**config.mk**
```make
export PLATFORM = sky130hd
export DESIGN_NAME = instr_fetch
export DESIGN_NICKNAME = d
export VERILOG_FILES = /design/src/rtl/kgp_isa_pkg.sv /design/src/rtl/instr_field_split.sv /design/src/rtl/instr_fetch.sv
export SDC_FILE = /design/constraint.sdc
export NUM_CORES = 1
export LEC_CHECK = 0
export ABC_AREA = 1
export BUFFER_PORTS_ARGS = -buffer_cell sky130_fd_sc_hd__buf_2
export CAP_MARGIN = 20
export CORE_MARGIN = 2
export CORE_UTILIZATION = 40
export CTS_CLUSTER_SIZE = 20
export DETAILED_ROUTE_END_ITERATION = 12
export GPL_TIMING_DRIVEN = 0
export PLACE_DENSITY = 0.72
export SLEW_MARGIN = 20
export SYNTH_ARGS = -nofsm -noshare
export SYNTH_HDL_FRONTEND = slang
export SYNTH_HIERARCHICAL = 1
export SYNTH_SLANG_ARGS = --single-unit
```
**constraint.sdc**
```tcl
create_clock -name clk -period 2.19 [get_ports clk]
set_clock_uncertainty 0.1 [all_clocks]
set_input_delay 0.219 -clock clk [delete_from_list [all_inputs] [get_ports clk]]
set_output_delay 0.219 -clock clk [all_outputs]
set_load 0.01 [all_outputs]
```
**src/rtl/kgp_isa_pkg.sv**
```systemverilog
// Shared KGP-RISC ISA definitions: fetch state encoding, instruction field positions, NOP word.
package kgp_isa_pkg;

  typedef enum logic [1:0] {
    ISSUE = 2'd0,
    WAIT  = 2'd1,
    HOLD  = 2'd2
  } fetch_state_e;

  localparam int OPC_MSB = 31;
  localparam int OPC_LSB = 26;
  localparam int RS_MSB  = 25;
  localparam int RS_LSB  = 21;
  localparam int RT_MSB  = 20;
  localparam int RT_LSB  = 16;
  localparam int IMM_MSB = 15;
  localparam int IMM_LSB = 0;
  localparam int TGT_MSB = 25;
  localparam int TGT_LSB = 0;
  localparam int EXT_MSB = 10;
  localparam int EXT_LSB = 0;

  localparam logic [31:0] NOP_WORD = 32'h0000_0000;

  // Branch targets are byte addresses; fetch only ever uses word-aligned ones.
  function automatic logic [31:0] align_word(input logic [31:0] addr);
    return addr & 32'hFFFF_FFFC;
  endfunction

endpackage

```
**src/rtl/instr_field_split.sv**
```systemverilog
// Combinational split of an instruction word into the fields the control unit and
// register file consume.
module instr_field_split
  import kgp_isa_pkg::*;
(
  input  logic [31:0] ir,
  output logic [5:0]  opcode,
  output logic [4:0]  rs,
  output logic [4:0]  rt,
  output logic [15:0] imm16,
  output logic [25:0] target26,
  output logic [10:0] opcode_ext
);

  assign opcode     = ir[OPC_MSB:OPC_LSB];
  assign rs         = ir[RS_MSB:RS_LSB];
  assign rt         = ir[RT_MSB:RT_LSB];
  assign imm16      = ir[IMM_MSB:IMM_LSB];
  assign target26   = ir[TGT_MSB:TGT_LSB];
  assign opcode_ext = ir[EXT_MSB:EXT_LSB];

endmodule

```
**src/rtl/instr_fetch.sv**
```systemverilog
// KGP-RISC fetch stage: program counter, instruction-memory handshake, instruction
// register and branch redirect with cancellation of a stale in-flight read.
//
//   state | meaning
//   ISSUE | drive imem_req for pc; any imem_valid seen here is ignored
//   WAIT  | read outstanding; drop=1 means its data belongs to a redirected-away pc
//   HOLD  | ir holds a live instruction until instr_ack or redirect
module instr_fetch
  import kgp_isa_pkg::*;
#(
  parameter logic [31:0] RESET_PC = 32'h0000_0000,
  parameter int          IMEM_AW  = 10
) (
  input  logic               clk,
  input  logic               rst,
  output logic               imem_req,
  output logic [IMEM_AW-1:0] imem_addr,
  input  logic [31:0]        imem_rdata,
  input  logic               imem_valid,
  input  logic               redirect,
  input  logic [31:0]        redirect_pc,
  input  logic               instr_ack,
  output logic               instr_valid,
  output logic [31:0]        pc_out,
  output logic [5:0]         opcode,
  output logic [4:0]         rs,
  output logic [4:0]         rt,
  output logic [15:0]        imm16,
  output logic [25:0]        target26,
  output logic [10:0]        opcode_ext
);

  fetch_state_e state;
  logic [31:0]  pc;
  logic [31:0]  ir;
  logic         drop;
  logic [31:0]  redirect_target;

  assign redirect_target = align_word(redirect_pc);

  assign imem_req  = (state == ISSUE) & ~rst;
  assign imem_addr = pc[IMEM_AW+1:2];
  assign pc_out    = pc;

  always_ff @(posedge clk) begin
    if (rst) begin
      state       <= ISSUE;
      pc          <= RESET_PC;
      ir          <= NOP_WORD;
      instr_valid <= 1'b0;
      drop        <= 1'b0;
    end else begin
      case (state)
        ISSUE: begin
          state <= WAIT;
          // The read just issued is for the old pc, so its data must be discarded.
          if (redirect) begin
            pc   <= redirect_target;
            drop <= 1'b1;
          end
        end
        WAIT: begin
          if (redirect) begin
            pc <= redirect_target;
            if (imem_valid) begin
              drop  <= 1'b0;
              state <= ISSUE;
            end else begin
              drop <= 1'b1;
            end
          end else if (imem_valid) begin
            if (drop) begin
              drop  <= 1'b0;
              state <= ISSUE;
            end else begin
              ir          <= imem_rdata;
              instr_valid <= 1'b1;
              state       <= HOLD;
            end
          end
        end
        HOLD: begin
          if (redirect) begin
            pc          <= redirect_target;
            instr_valid <= 1'b0;
            state       <= ISSUE;
          end else if (instr_ack) begin
            pc          <= pc + 32'd4;
            instr_valid <= 1'b0;
            state       <= ISSUE;
          end
        end
        default: state <= ISSUE;
      endcase
    end
  end

  instr_field_split u_split (
    .ir         (ir),
    .opcode     (opcode),
    .rs         (rs),
    .rt         (rt),
    .imm16      (imm16),
    .target26   (target26),
    .opcode_ext (opcode_ext)
  );

endmodule
```
Word level (Yosys, flattened, before mapping)
Index checks and enable logic that the tools add are counted.

Logic and storage cells: 51. Output and inout port bits: 113. Bits in registers: 68. Input bits: 69.

$add $sub $neg: 1. Equal/unequal tests: 9. Bitwise operators: 4. Reduce and logical (&&, ||, !) cells: 10. Muxes and demuxes: 22.

Operator list (count): $mux 32 (3); $pmux 32 s2 (1); $add 32x3->32 const B (1); $mux 2 (6); $mux 1 (9); $ne 2x2->1 const B (4); $ne 3x3->1 const B (2); $pmux 2 s3 (1); $reduce_and 3->1 (2); $reduce_bool 2->1 (3); $reduce_and 5->1 (1); $pmux 1 s2 (2); $reduce_and 4->1 (1); $not 1->1 (3); $eq 2x1->1 const B (1); $eq 2x2->1 const B (1); $logic_not 2->1 (1); $ne 2x1->1 const B (1); $reduce_and 2->1 (1); $reduce_or 2->1 (1); $and 1x1->1 (1).

Depth between registers and ports, before layout
Word-level depth: 4. Gate-level depth with buffers: 10. Mapped depth without buffers: 10.

Hierarchy
The synthesis kept the hierarchy.

By module, submodules not included: instr_fetch (times used 1, area an instance 3694.8 um^2, seq. area each 1321.3 um^2, cells each 562); instr_field_split (times used 1, area an instance 518.0 um^2, seq. area each 0.0 um^2, cells each 69).

Least setup slack after synthesis
OpenSTA, ideal clock, no wires.

Kind: flip-flop to flip-flop. From: register pc[3], in the netlist pc_out[3]. To: register pc[22], in the netlist pc_out[22]. Clock period less this slack: 1.625 ns. Arrival: 1.412 ns. Buffers on the path: 0. Data required time: 1.977 ns. Setup time: 0.113 ns. Stages on the path, launching flop included: 11. Setup slack: 0.565 ns. Cells stage by stage: dfxtp_1 ha_1 inv_1 nor2_2 nand2_2 nor2_4 nand3_2 a21oi_2 nand2_1 nand2_1 nor2_1.

Word-level cells in the longest chain between the ends: 4.

RTL lines: start, declared (RTL line instr_fetch.sv:34) `logic [31:0] pc;`; start signal, assigned (RTL line instr_fetch.sv:58) `pc <= redirect_target;`; start signal, assigned (RTL line instr_fetch.sv:64) `pc <= redirect_target;`; start signal, assigned (RTL line instr_fetch.sv:84) `pc <= redirect_target;`; $add 32x3->32 (RTL line instr_fetch.sv:88) `pc <= pc + 32'd4;`; $mux 32 (RTL line instr_fetch.sv:87) `end else if (instr_ack) begin`; $mux 32 (RTL line instr_fetch.sv:83) `if (redirect) begin`; $pmux 32 s2 (RTL line instr_fetch.sv:53) `case (state)`.

No other way between the ends. The select of a mux whose other input is x is not followed. A chain may end at the register's enable or synchronous reset.

Worst setup path after layout
Ends and elaborated chain as after synthesis.

==> results.yml <==
die:
  start_util_pct: 41.0
  die_x_um: 107
  placementRows: 37
  dieArea_um2: 11400
  io_pins: 182
  fp.dieH_um: 107
  core_um2: 10300
clock_network:
  cts_resized: 0
  cts_made_buffers: 9
  ctsRootBufferMaster: "clkbuf_8"
  clk-insertion-delay-late_ps: 350
  cts_tree: "yes"
  cts_sinks: 66
  path_clk_slew_ps: 80
  htree_levels: 3
  post-cts-setup-buffers: 0
  clock_path_buffers: 2
routing:
  met1Wirelength_um: 5640
  drt_wl_total_um: 12900
  dr.max_layer_used: "met4"
  via_per_inst: 4.71
  vias: 4534
  final_antenna_net_count: 0
  wl_met2_um: 6140
  first_pass_iters: 4
  wl_met3_um: 987
  wl_per_cell_um: 13.4
  remaining_drc_errors: 0
  drt_iter0_drc: 230
synthesis:
  synthTopCellsByArea: "dfxtp_1 31%, buf_4 16%, nand2_1 12%, nor2_1 10%, o21ai_0 5.3%"
  synth_compound_area_share_pct: 14.8
  synth.most_common_cell: "nand2_1"
  synth_seq_cells: 66
  synth_commonest_cells: "137 x nand2_1, 115 x nor2_1, 87 x buf_4, 66 x dfxtp_1, 45 x o21ai_0"
  synth_top_family_by_area: "simple AND/OR/NAND/NOR gates"
  synth_top_area_share_pct: 31.4
  syn_area_um2: 4210
  synthAdderAreaFrac_pct: 0.297
  synth-simple-area-share_pct: 32.2
  synth_xor_area_share_pct: 0.624
  avgSynthCellArea_um2: 6.68
  syn_inst: 631
  synth_top_area_cell: "dfxtp_1"
  synth.mux.area_fraction_pct: 0
  yosys.cell_types.count: 36
  ys_seq_area_share_pct: 31.4
  synth_edf_count: 0
  synth-main-ff-cell: "dfxtp_1"
  async_flop_share_pct: 0
  ys_warn_count: 6
layout:
  fin_cells: 963
  design_area_um2: 5520
  area_delta_synth_final_pct: 30.9
  nets: 892
  antennaDiodeCount: 0
  filler_cell_count: 1109
  drive_gt1_share_pct: 39.1
setup_path:
  reg2reg_depth: 10
  rr_startpoint: "pc_out[3]$_SDFFE_PP0P_"
  start_kind: "register"
  setup.worst_path.start: "pc_out[3]$_SDFFE_PP0P_"
  cp-end-kind: "register"
  reg2reg_slack_ps: 360
  critPathMaxFanout: 6
  crit_type: "reg -> reg"
  arrival_ps: 1970
  required_ps: 2340
  r2r-end: "pc_out[22]$_SDFFE_PP0P_"
place:
  dp.cells: 944
  gp_congestion: 0.940
  dpl_cell_area_um2: 5270
  dp_hpwl_um: 10200
  io_buffer_count: 176
worst_hold_path:
  whs_path_depth: 3
  hold_path.class: "in -> reg"
  hp-start: "imem_rdata[13]"
  hold_end: "ir[13]$_SDFFE_PP0P_"
sta:
  fin_crit_ps: 1830
  relSlewSlack_pct: 60.4
  fmax_mhz: 547
  tightest_slew_ps: 594
  rsz0062_at_grt: "no"
  fin_tns_setup_ps: 0
  period_share_pct: 83.4
  drv_slew: 0
  hold_violations: 0
  finalSetupViolCount: 0
pwr:
  leakagePower_nw: 2.68
  p_per_area_nw_per_um2: 570
  vdd_drop_max_mv: 0.348
flow_run:
  drv_cap: 0
global_route:
  antenna_found_initial: 0
  grt.overflow.total: 0
  track_usage_pct: 23.2
  grt_max_degree: 13
  grt_pass1_wl_um: 20900
  first_global_vias: 4179
outcome:
  status: "complete, no violations"
==> placed cells by master, fill, tap and decap left out, drive strengths merged <==
master,count
buf,273
nand2,144
nor2,124
dfxtp,66
o21ai,49
nand3,38
a21oi,33
inv,31
clkbuf,19
o21a,16
or2,6
nand4,3
xor2,3
dlygate4sd3,3
a211oi,3
o31ai,2
a31oi,2
conb,2
bufinv,2
clkinv,2
nor3,1
nand3b,1
o21bai,1
o22ai,1
ha,1
clkinvlp,1
==> power breakdown <==
part	internal (mW)	switching [mW]	leakage, nW
Sequential	1.27	0.0947	0.541
Clock	0.646	0.515	0.107
Combinational	0.313	0.303	2.03
Total	2.23	0.912	2.68
==> through the flow <==
stage / hold WS [ps] / util (%) / worst slack (ps) / power, mW
2_1_floorplan: 212 / - / 565 / 1.76
3_3_place_gp: 344 / 51.3 / 379 / 2.00
3_5_place_dp: 346 / 51.3 / 381 / 2.01
4_1_cts: 1.63 / 53.7 / 358 / 3.18
5_1_grt: 28.5 / 53.7 / 168 / 3.30
6_report: 12.3 / 53.7 / 363 / 3.14
==> metal layers <==
metal | vias up | global-route usage [%]
met5 | - | 0
met4 | 0 | 6.96
met3 | 14 | 4.92
met2 | 179 | 39.9
met1 | 2015 | 29.1
li1 | 2326 | -
==> worst max-delay path by stage <==
stage,to,slack (ps),cells after the start
global route,pc_out[22]$_SDFFE_PP0P_,170,10
CTS,pc_out[22]$_SDFFE_PP0P_,360,10
global placement,pc_out[22]$_SDFFE_PP0P_,380,10
finish,pc_out[22]$_SDFFE_PP0P_,360,10
floorplan,pc_out[22]$_SDFFE_PP0P_,570,10
detailed placement,pc_out[22]$_SDFFE_PP0P_,380,10
==> cells by family (layout without fill, tap and decap cells) <==
| logic type | Yosys count | after routing |
|---|---|---|
| AND/OR/NAND/NOR | 317 | 317 |
| buffers and inverters | 136 | 331 |
| AO/OA/AOI/OAI | 107 | 107 |
| flip-flops | 66 | 66 |
| XOR/XNOR | 3 | 3 |
| adder cells (fa/ha/maj) | 1 | 1 |
| other | 1 | 2 |
==> cell type report <==
class | count | area [um2] | area share [%]
buffer | 106 | 756 | 13.7
clock buffer | 10 | 128 | 2.31
clock inverter | 6 | 90.1 | 1.63
inverter | 30 | 115 | 2.09
multi-input combinational | 430 | 2020 | 36.7
sequential | 66 | 1320 | 24.0
tap | 136 | 170 | 3.09
timing repair buffer | 179 | 911 | 16.5
==> registers in the layout, summed over array words and instances (netlist names) <==
register / cells
state: 2
ir: 32
instr_valid: 1
drop: 1
pc_out: 30
==> worst max-delay path, stage by stage, from the launching register on <==
cell	delay (ps)
dfxtp_1	450
ha_1	250
inv_1	90
nor2_2	140
nand2_2	130
nor2_4	160
nand3_2	90
a21oi_2	150
nand2_1	60
nand2_1	50
nor2_1	40
==> what timing repair did <==
action,in CTS,in global routing
hold endpoints to repair,4,0
hold buffers,3,0
setup endpoints to repair,0,0
Power figures use the tool's default switching activity.
